<file path="src/rtl/uart_alu_host_pkg.sv">
// Shared types, header constants and length-field helper for the UART ALU host engine.
package uart_alu_host_pkg;

  typedef enum logic [2:0] {
    StIdle,
    StSendHdr,
    StSendOps,
    StWaitRsp,
    StDone
  } state_e;

  localparam logic [7:0]  HdrReserved = 8'h00;
  localparam int unsigned HdrLen      = 4;

  // Packet length field: header plus n operands of b bytes each.
  function automatic logic [15:0] calc_len(input int unsigned n, input int unsigned b);
    calc_len = 16'(HdrLen + n * b);
  endfunction

endpackage

</file>
<file path="src/rtl/uart_alu_host_timer.sv">
// Idle-cycle counter for the response timeout; only built with UART_ALU_HOST_TIMEOUT_EN.
module uart_alu_host_timer #(
  parameter int unsigned LIMIT_P = 1000000
) (
  input  logic clk,
  input  logic rst,
  input  logic clr_i,
  input  logic en_i,
  output logic expired_o
);

  localparam int unsigned CntW = $clog2(LIMIT_P + 1);

  logic [CntW-1:0] r_cnt;

  assign expired_o = (r_cnt == CntW'(LIMIT_P));

  always_ff @(posedge clk or negedge rst) begin
    if (!rst) begin
      r_cnt <= '0;
    end else if (clr_i) begin
      r_cnt <= '0;
    end else if (en_i && !expired_o) begin
      r_cnt <= r_cnt + 1'b1;
    end
  end

endmodule

</file>
<file path="src/rtl/uart_alu_host.sv">
// Host command engine: frames one command onto the UART tx stream and assembles the response.
// Optional response timeout is enabled by defining UART_ALU_HOST_TIMEOUT_EN.
module uart_alu_host
  import uart_alu_host_pkg::*;
#(
  parameter int unsigned OPERAND_WIDTH_P  = 32,
  parameter int unsigned MAX_OPERANDS_P   = 4,
  parameter int unsigned TIMEOUT_CYCLES_P = 1000000
) (
  input  logic                                      clk,
  input  logic                                      rst,
  input  logic                                      cmd_valid_i,
  output logic                                      cmd_ready_o,
  input  logic [7:0]                                cmd_opcode_i,
  input  logic [$clog2(MAX_OPERANDS_P+1)-1:0]       cmd_count_i,
  input  logic [MAX_OPERANDS_P*OPERAND_WIDTH_P-1:0] cmd_operands_i,
  output logic [7:0]                                tx_data_o,
  output logic                                      tx_valid_o,
  input  logic                                      tx_ready_i,
  input  logic [7:0]                                rx_data_i,
  input  logic                                      rx_valid_i,
  output logic                                      rx_ready_o,
  output logic [OPERAND_WIDTH_P-1:0]                rsp_data_o,
  output logic                                      rsp_valid_o,
  input  logic                                      rsp_ready_i,
  output logic                                      rsp_timeout_o,
  output logic                                      busy_o
);

  localparam int unsigned W       = OPERAND_WIDTH_P;
  localparam int unsigned B       = W / 8;
  localparam int unsigned CntW    = $clog2(MAX_OPERANDS_P + 1);
  localparam int unsigned OpsW    = MAX_OPERANDS_P * W;
  localparam int unsigned IdxW    = $clog2(HdrLen + MAX_OPERANDS_P * B + 1);
  localparam int unsigned OpsSelW = $clog2(OpsW);
  localparam int unsigned RspSelW = $clog2(W);

  if ((W % 8) != 0 || W < 8 || W > 64 || MAX_OPERANDS_P < 1 || TIMEOUT_CYCLES_P < 1)
  begin : g_bad_params
    $error("uart_alu_host: illegal parameter combination");
  end

  state_e            r_state, w_next;
  logic              r_armed;
  logic [7:0]        r_opcode;
  logic [CntW-1:0]   r_n;
  logic [OpsW-1:0]   r_ops;
  logic [IdxW-1:0]   r_idx;
  logic [W-1:0]      r_rsp;

  logic              w_accept, w_tx_hs, w_rx_hs, w_expired;
  logic              w_hdr_last, w_ops_last, w_rsp_last;
  logic [CntW-1:0]   w_n_sat;
  logic [15:0]       w_len;
  logic [OpsSelW-1:0] w_op_lsb;
  logic [RspSelW-1:0] w_rsp_lsb;
  logic [7:0]        w_tx_data;

  assign w_accept   = cmd_valid_i && cmd_ready_o;
  assign w_tx_hs    = tx_valid_o && tx_ready_i;
  assign w_rx_hs    = rx_valid_i && rx_ready_o;
  assign w_n_sat    = (cmd_count_i > CntW'(MAX_OPERANDS_P)) ? CntW'(MAX_OPERANDS_P) : cmd_count_i;
  assign w_len      = calc_len(32'(r_n), B);
  assign w_hdr_last = (r_idx == IdxW'(HdrLen - 1));
  assign w_ops_last = (16'(r_idx) == (w_len - 16'd1));
  assign w_rsp_last = (r_idx == IdxW'(B - 1));
  // Operand bytes are stored LSB-first, so the byte offset past the header addresses r_ops.
  assign w_op_lsb   = OpsSelW'({r_idx - IdxW'(HdrLen), 3'b000});
  assign w_rsp_lsb  = RspSelW'({r_idx, 3'b000});

  always_comb begin
    w_tx_data = 8'h00;
    if (r_state == StSendHdr) begin
      case (r_idx[1:0])
        2'd0:    w_tx_data = r_opcode;
        2'd1:    w_tx_data = HdrReserved;
        2'd2:    w_tx_data = w_len[7:0];
        default: w_tx_data = w_len[15:8];
      endcase
    end else if (r_state == StSendOps) begin
      w_tx_data = r_ops[w_op_lsb +: 8];
    end
  end

  always_comb begin
    w_next = r_state;
    case (r_state)
      StIdle:    if (w_accept) w_next = StSendHdr;
      StSendHdr: if (w_tx_hs && w_hdr_last) w_next = (r_n != '0) ? StSendOps : StWaitRsp;
      StSendOps: if (w_tx_hs && w_ops_last) w_next = StWaitRsp;
      StWaitRsp: begin
        if (w_rx_hs) begin
          if (w_rsp_last) w_next = StDone;
        end else if (w_expired) begin
          w_next = StDone;
        end
      end
      StDone:    if (rsp_ready_i) w_next = StIdle;
      default:   w_next = StIdle;
    endcase
  end

  always_ff @(posedge clk or negedge rst) begin
    if (!rst) begin
      r_state <= StIdle;
    end else begin
      r_state <= w_next;
    end
  end

  always_ff @(posedge clk or negedge rst) begin
    if (!rst) begin
      r_armed  <= 1'b0;
      r_opcode <= '0;
      r_n      <= '0;
      r_ops    <= '0;
      r_idx    <= '0;
      r_rsp    <= '0;
    end else begin
      r_armed <= 1'b1;
      case (r_state)
        StIdle: begin
          if (w_accept) begin
            r_opcode <= cmd_opcode_i;
            r_n      <= w_n_sat;
            r_ops    <= cmd_operands_i;
            r_idx    <= '0;
            r_rsp    <= '0;
          end
        end
        StSendHdr, StSendOps: begin
          // The byte counter restarts at zero to count response bytes.
          if (w_tx_hs) r_idx <= (w_next == StWaitRsp) ? '0 : r_idx + 1'b1;
        end
        StWaitRsp: begin
          if (w_rx_hs) begin
            r_rsp[w_rsp_lsb +: 8] <= rx_data_i;
            r_idx                 <= r_idx + 1'b1;
          end
        end
        default: ;
      endcase
    end
  end

`ifdef UART_ALU_HOST_TIMEOUT_EN
  logic w_tmr_clr, w_tmr_en, r_tmo;

  // Held clear outside WAIT_RSP, so the count starts from zero on entry.
  assign w_tmr_clr = (r_state != StWaitRsp) || w_rx_hs;
  assign w_tmr_en  = (r_state == StWaitRsp);

  uart_alu_host_timer #(
    .LIMIT_P (TIMEOUT_CYCLES_P)
  ) u_timer (
    .clk       (clk),
    .rst       (rst),
    .clr_i     (w_tmr_clr),
    .en_i      (w_tmr_en),
    .expired_o (w_expired)
  );

  always_ff @(posedge clk or negedge rst) begin
    if (!rst) begin
      r_tmo <= 1'b0;
    end else if (w_accept) begin
      r_tmo <= 1'b0;
    end else if (r_state == StWaitRsp && !w_rx_hs && w_expired) begin
      r_tmo <= 1'b1;
    end
  end

  assign rsp_timeout_o = r_tmo;
`else
  assign w_expired     = 1'b0;
  assign rsp_timeout_o = 1'b0;
`endif

  assign cmd_ready_o = r_armed && (r_state == StIdle);
  assign tx_valid_o  = (r_state == StSendHdr) || (r_state == StSendOps);
  assign tx_data_o   = w_tx_data;
  assign rx_ready_o  = r_armed && (r_state != StDone);
  assign rsp_valid_o = (r_state == StDone);
  assign rsp_data_o  = r_rsp;
  assign busy_o      = (r_state != StIdle);

endmodule

</file>
<file path="config.mk">
export PLATFORM = sky130hd
export DESIGN_NAME = uart_alu_host
export DESIGN_NICKNAME = d
export VERILOG_FILES = /design/src/rtl/uart_alu_host_pkg.sv /design/src/rtl/uart_alu_host_timer.sv /design/src/rtl/uart_alu_host.sv
export SDC_FILE = /design/constraint.sdc
export NUM_CORES = 1
export LEC_CHECK = 0
export ABC_CLOCK_PERIOD_IN_PS = 5400
export CAP_MARGIN = 30
export CORE_ASPECT_RATIO = 0.8
export CORE_MARGIN = 2
export CORE_UTILIZATION = 54
export CTS_CLUSTER_DIAMETER = 200
export DETAILED_ROUTE_END_ITERATION = 8
export GPL_TIMING_DRIVEN = 0
export HOLD_SLACK_MARGIN = 0.05
export PLACE_DENSITY = 0.86
export SETUP_SLACK_MARGIN = 0.2
export SYNTH_ARGS = -nofsm -noshare
export SYNTH_HDL_FRONTEND = slang
export SYNTH_HIERARCHICAL = 1
export SYNTH_SLANG_ARGS = --single-unit
export TNS_END_PERCENT = 30
</file>
<file path="constraint.sdc">
create_clock -name clk -period 5.4 [get_ports clk]
set_input_delay 1.08 -clock clk [delete_from_list [all_inputs] [get_ports clk]]
set_output_delay 1.08 -clock clk [all_outputs]
set_load 0.005 [all_outputs]
</file>
==> out/results.ini <==
[run_status]
status = finished, final reports clean

[job]
drv_cap = 0

[synthesis]
synth_area_per_cell_um2 = 9.31
netlist_top_cells_area = dfrtp_1 (54%), nand2_1 (22%), mux4_2 (11%)
ys_seq_area_share_pct = 53.6
synthSimpleGateAreaFrac_pct = 25.4
synthFlopType = dfrtp_1
synthCells = 903
synth-edff-count = 0
synth_xor_area_share_pct = 0.833
synthAdderAreaFrac_pct = 1.34
ys_types = 46
synth_nets = 1065
yosys.area.top_type = dfrtp_1
yosysTopAreaCellShare_pct = 53.6
synth-compound-area-share_pct = 4.60
yosys_warnings = 6
synth_top_family_by_area = simple AND/OR/NAND/NOR gates
muxShareOfSynthArea_pct = 10.8
ys_ff_latch = 180
synth_area_um2 = 8410
ys_async_sr_fraction_pct = 100

[timing]
skew_ns = 0.00400
period_minus_slack_ns = 4.62
holdWs_ns = 0.474
slew_violations = 0
hold_viol = 0
fmax_ghz = 0.216
tns_ns = 0
relSlewSlack_pct = 38.3
setup_viol = 0
rsz0062_at_grt = false
period_share_pct = 85.6
tightest_slew_ns = 0.926

[cells_and_area]
drive_above_1_share_pct = 8.30
final_cell_mix = nand2_1 (484), clkdlybuf4s50_1 (196), dfrtp_1 (180)
syn_to_final_growth_pct = 34.2
fin_nets = 1282
final_common_cell = nand2_1

[route]
via_count = 7384
ant_nets = 0
routedWlPerCell_um = 18.2
drtPass1Iterations = 5
drc = 0
drt_iter0_markers = 724
totalWireLength_mm = 24.5
drt-vias-per-instance = 5.49

[global_route]
grt_max_degree = 109
grt_pass1_wl_mm = 37.4
grtUsageTotal_pct = 30.4
grt_pass1_vias = 7109
grt_overflow = 0
antenna_found_initial = 1

[pwr]
irDropWorstVdd_mv = 0.285
power_mw = 5.79
p_per_area_nw_per_um2 = 513
leakage_nw = 5.30

[floorplanning]
io_pins = 199
die_x_um = 144
die_h_um = 116
std_cell_rows = 40
core_um2 = 15100
start_util_pct = 55.6
die_area_um2 = 16600

[clock_tree]
cts_hold_buf = 0
cts_max_path_buffers = 2
cts_resized = 0
cts_setup_buffers = 0
cts.sinks = 180
cts.htree.levels = 4
insertion_delay_ns = 0.43
numCtsBuffers = 17
root_buffer = clkbuf_16
clk_pin_slew_ns = 0.06
cts_tree = done

[placement]
routabilityCongestion = 0.909
portBuffers = 197
hpwlAfterDp_mm = 17.7

[worst_setup_path]
worstPathArrival_ns = 3.54
critPathMaxFanout = 10
worstRegToRegCells = 9
slowest_stage = clkbuf_1
crit_chain = buf_2 -> clkbuf_1 -> mux4_2 -> mux4_2 -> a221o_1 -> clkdlybuf4s50_1
required_ns = 4.32
crit_top_cell = mux4_2
worstSetupStartpointType = register
worstReg2RegStart = r_idx[2]$_DFFE_PN0P_
crit_type = reg2out
r2r_end = r_idx[0]$_DFFE_PN0P_
r2r_slack_ns = 2.72
max_stage_delay_ns = 0.72
cp-end-kind = output pin

[min_path]
min_path_cells = 2
min-delay-start = r_ops[79]$_DFFE_PN0P_
holdPathEnd = r_ops[79]$_DFFE_PN0P_
hp-class = reg2reg

logic make-up (layout without fill, tap and decap cells):
family                   after synthesis  count (layout)
AND/OR/NAND/NOR                      534             534
flip-flops                           180             180
buffers and inverters                 66             296
AO/OA/AOI/OAI                         63              63
multiplexers                          41              41
adder cells (fa/ha/maj)                9               9
XOR/XNOR                               8               8
other                                  2               3
synthesized netlist by cell type, types with 2 or more instances:
library cell and instances:
or3_1 3, clkbuf_1 34, buf_4 5, and2_1 2
nand3b_1 5, a21o_1 2, dfrtp_1 180, o21ai_0 35
a22o_1 4, xor2_1 2, a21oi_1 3, conb_1 2
a211oi_1 2, mux4_2 40, o31a_1 2, nor4_1 2
nor3_1 2, nor2b_1 2, xnor2_1 6, nor2_1 16
inv_1 12, o21ai_1 5, ha_1 9, or2_2 2
and4_1 4, a221o_1 3, nand2_1 484, nand3_1 4
buf_1 2, buf_2 13
sequential cells by signal, indices dropped and copies added (netlist names):
name and cells:
r_state 3, rsp_data_o 32, r_opcode 8, r_armed 1, r_n 3, r_ops 128
r_idx 5
area by class of cell:
class                   instances  area, um^2
well taps                     210         263
flip-flops and latches        180        4500
diodes                          1        2.50
fillers                      1064        3830
inverters                      12        45.0
multi-input cells             657        3620
repair buffers                198        2000
clock buffers                  23         478
clock inverters                 9         126
plain buffers                  54         238
worst max-delay path by stage:
| stage | to | start | slack, ns |
|---|---|---|---|
| 6_report | tx_data_o[5] | r_idx[1]$_DFFE_PN0P_ | 0.78 |
| 5_1_grt | tx_data_o[4] | r_idx[2]$_DFFE_PN0P_ | 0.73 |
| 4_1_cts | tx_data_o[4] | r_idx[1]$_DFFE_PN0P_ | 0.78 |
| 3_5_place_dp | tx_data_o[5] | r_idx[1]$_DFFE_PN0P_ | 1.27 |
| 3_3_place_gp | r_ops[28]$_DFFE_PN0P_ | rst | -3.99 |
| 2_1_floorplan | tx_data_o[2] | r_idx[2]$_DFFE_PN0P_ | 2.13 |
routing by layer:
| metal | share of wire [%] | up-vias | track usage [%] |
|---|---|---|---|
| met5 | 0 | - | 0 |
| met4 | 2.2 | 0 | 11.0 |
| met3 | 11 | 45 | 6.32 |
| met2 | 46 | 441 | 46.8 |
| met1 | 40 | 3540 | 43.8 |
| li1 | - | 3358 | - |
stage by stage:
stage	cell area (um^2)	utilization (%)	setup WS (ns)	std cells
2_1_floorplan	8410	-	2.13	903
3_3_place_gp	10600	70.4	-3.99	1310
3_5_place_dp	10700	70.6	1.27	1311
4_1_cts	11300	74.6	0.779	1343
5_1_grt	11300	74.6	0.727	1343
6_report	11300	74.7	0.780	1344
report_power, final:
group | internal, mW | leakage, nW | total, mW | switching [mW]
combinational | 1.11 | 2.70 | 2.33 | 1.21
clock | 0.763 | 0.297 | 1.28 | 0.518
sequential | 1.87 | 2.29 | 2.18 | 0.312
worst max-delay path: cells and delay by family, from the launching register on:
kind                   cells  cell delay (ns)
AOI/OAI and AO/OA          1             0.31
buffers and inverters      3             1.40
DFF                        1             0.37
muxes                      2             1.02
No activity file was read; power rests on OpenSTA's default activity.
==> RTL edit, RTL diff (config.mk and constraints unchanged) <==
Build with the macro `UART_ALU_HOST_TIMEOUT_EN` defined.
--- a/src/rtl/uart_alu_host.sv
+++ b/src/rtl/uart_alu_host.sv
@@ -1,5 +1,7 @@
 // Host command engine: frames one command onto the UART tx stream and assembles the response.
 // Optional response timeout is enabled by defining UART_ALU_HOST_TIMEOUT_EN.
+`define UART_ALU_HOST_TIMEOUT_EN
+
 module uart_alu_host
   import uart_alu_host_pkg::*;
 #(
Function: same outputs for any inputs over 4 cycles, from zero or initial values and one cycle with rst low; that may be too few to reach the edited logic, so the function may still have changed.
==> RTL edit against the original RTL <==
Register-to-register slack got worse by 0.06 ns; critical endpoint is now tx_data_o[4]; power increased by 11%; worst setup slack got worse by 0.13 ns; first-iteration DRC count up 30%; maximum frequency shrank 2.8%; synthesized area rose by 15%; synthesized cell count grew 13%; utilization shrank 1.7 points; wire length rose by 15%; critical path depth rose by 1; sequential cell count rose by 21; final cell count grew 9.8%; final area up 13%.
==> RTL edit: results (changes against the original RTL) <==
| Metric | Value |
|---|---|
| Status | `finished, final reports clean` |
| Min Hold Slack | `0.476 ns (+0.00164 ns)` |
| Seq. pwr | `2.44 mW (+12%)` |
| # clock sinks | `201 (+12%)` |
| Total CTS buffers | `20 (+3)` |
| CTS Buffer Depth | `3 (+1)` |
| Global Route Usage Sum | `30.3% (-0.12 points)` |
| Placed insts | `1441 (+9.9%)` |
| Placed inst area | `12000 um2 (+12%)` |
| Layout cells sized above 1 | `9.51% (+1.2 points)` |
| Non-clk invs | `24 (+12)` |
| Layout clock area frac | `5.76% (+0.40 points)` |
| Hold EP | `r_ops[0]$_DFFE_PN0P_` |
| Switching pwr | `2.25 mW (+10%)` |
| R2r setup slk | `2.66 ns (-0.06 ns)` |
| Fillers | `1231 (+16%)` |
| Commonest cells post-synth | `nand2_1 (472), dfrtp_1 (201), mux4_2 (40)` |
| IO Port Bufs | `198 (+0.51%)` |
| First-pass GRT wire length | `45000 um (+20%)` |
| Skew-Pair Late Insertion Delay | `0.50 ns (+0.07 ns)` |
| Worst Skew | `0.00980 ns (+0.00580 ns)` |
| Buffers, non-clock | `254 (+0.79%)` |
| Critical hold path startpoint | `r_ops[0]$_DFFE_PN0P_` |
| RR Endpoint | `rsp_data_o[29]$_DFFE_PN0P_` |
| #MultiIn Comb | `737 (+12%)` |
| Fraction of area in multi-input gates | `33.8% (+1.7 points)` |
| Drt via density | `5.68 (+3.4%)` |
| Peak supply drop | `212 uV (-26%)` |
| Multiplexer area fraction after synthesis | `10.0% (-0.81 points)` |
| Total wire length | `28300 um (+15%)` |
| Synth unique cells | `68 (+48%)` |
| Synth Net Count | `1181 (+11%)` |
| Pre-CTS setup slack | `1.21 ns (-0.0591 ns)` |
| Syn Area/Cell | `9.52 um2 (+2.2%)` |
| Post-DR wirelength/cell | `19.2 um (+5.0%)` |
| H-tree depth | `1 (-3)` |
| Clock buffer count | `30 (+30%)` |
| Reg area | `5030 um2 (+12%)` |
| Static Leak | `5.94 nW (+12%)` |
| Xor/xnor cell area share of the yosys netlist | `0.905% (+0.072 points)` |
| Number of global-route vias before repair | `8431 (+19%)` |
| Complex-gate fraction of the synthesized area | `6.99% (+2.4 points)` |
| Sequential area share after synthesis | `52.0% (-1.6 points)` |
| Worst setup margin | `0.648 ns (-0.132 ns)` |
| Switching Fraction | `35.0% (-0.29 points)` |
| Area Growth Syn to Fin | `31.3%` |
| Diode count | `0 (-1)` |
| Antenna violations before repair | `0 (-1)` |
| Gpl congestion | `0.906 (-0.30%)` |
| 1st-iter DRT viols | `943 (+30%)` |
RTL edit: changes by cell type after synthesis, moves of 7 or more:
cell      before  now
a21oi_1        3   23
a22o_1         4   16
clkbuf_1      34   27
dfrtp_1      180  201
inv_1         12   24
nand2_1      484  472
nand3_1        4   13
nor2b_1        2    9
o21ai_0       35   28
RTL edit: cells by family after synthesis:
logic type                 Yosys count
adders and majority gates           11
xor gates and xnor gates            10
and+or+nand+nor                    571
AOI/OAI and AO/OA                   98
DFF                                201
buffers and inverters               79
muxes                               46
other                                1
RTL edit: per-layer routing:
layer | vias to the layer above | wire, um | track usage (%)
li1 | 3826 | - | -
met1 | 4057 | 11700 | 43.0
met2 | 445 | 13000 | 47.9
met3 | 59 | 2880 | 6.82
met4 | 0 | 766 | 8.89
met5 | - | 0 | 0
RTL edit: worst max-delay path: stages (launching register included):
cell	delay [ns]
dfrtp_1	0.37
buf_2	0.30
clkbuf_1	0.73
mux4_2	0.49
mux4_2	0.50
inv_1	0.07
o221ai_1	0.21
clkdlybuf4s50_1	0.51
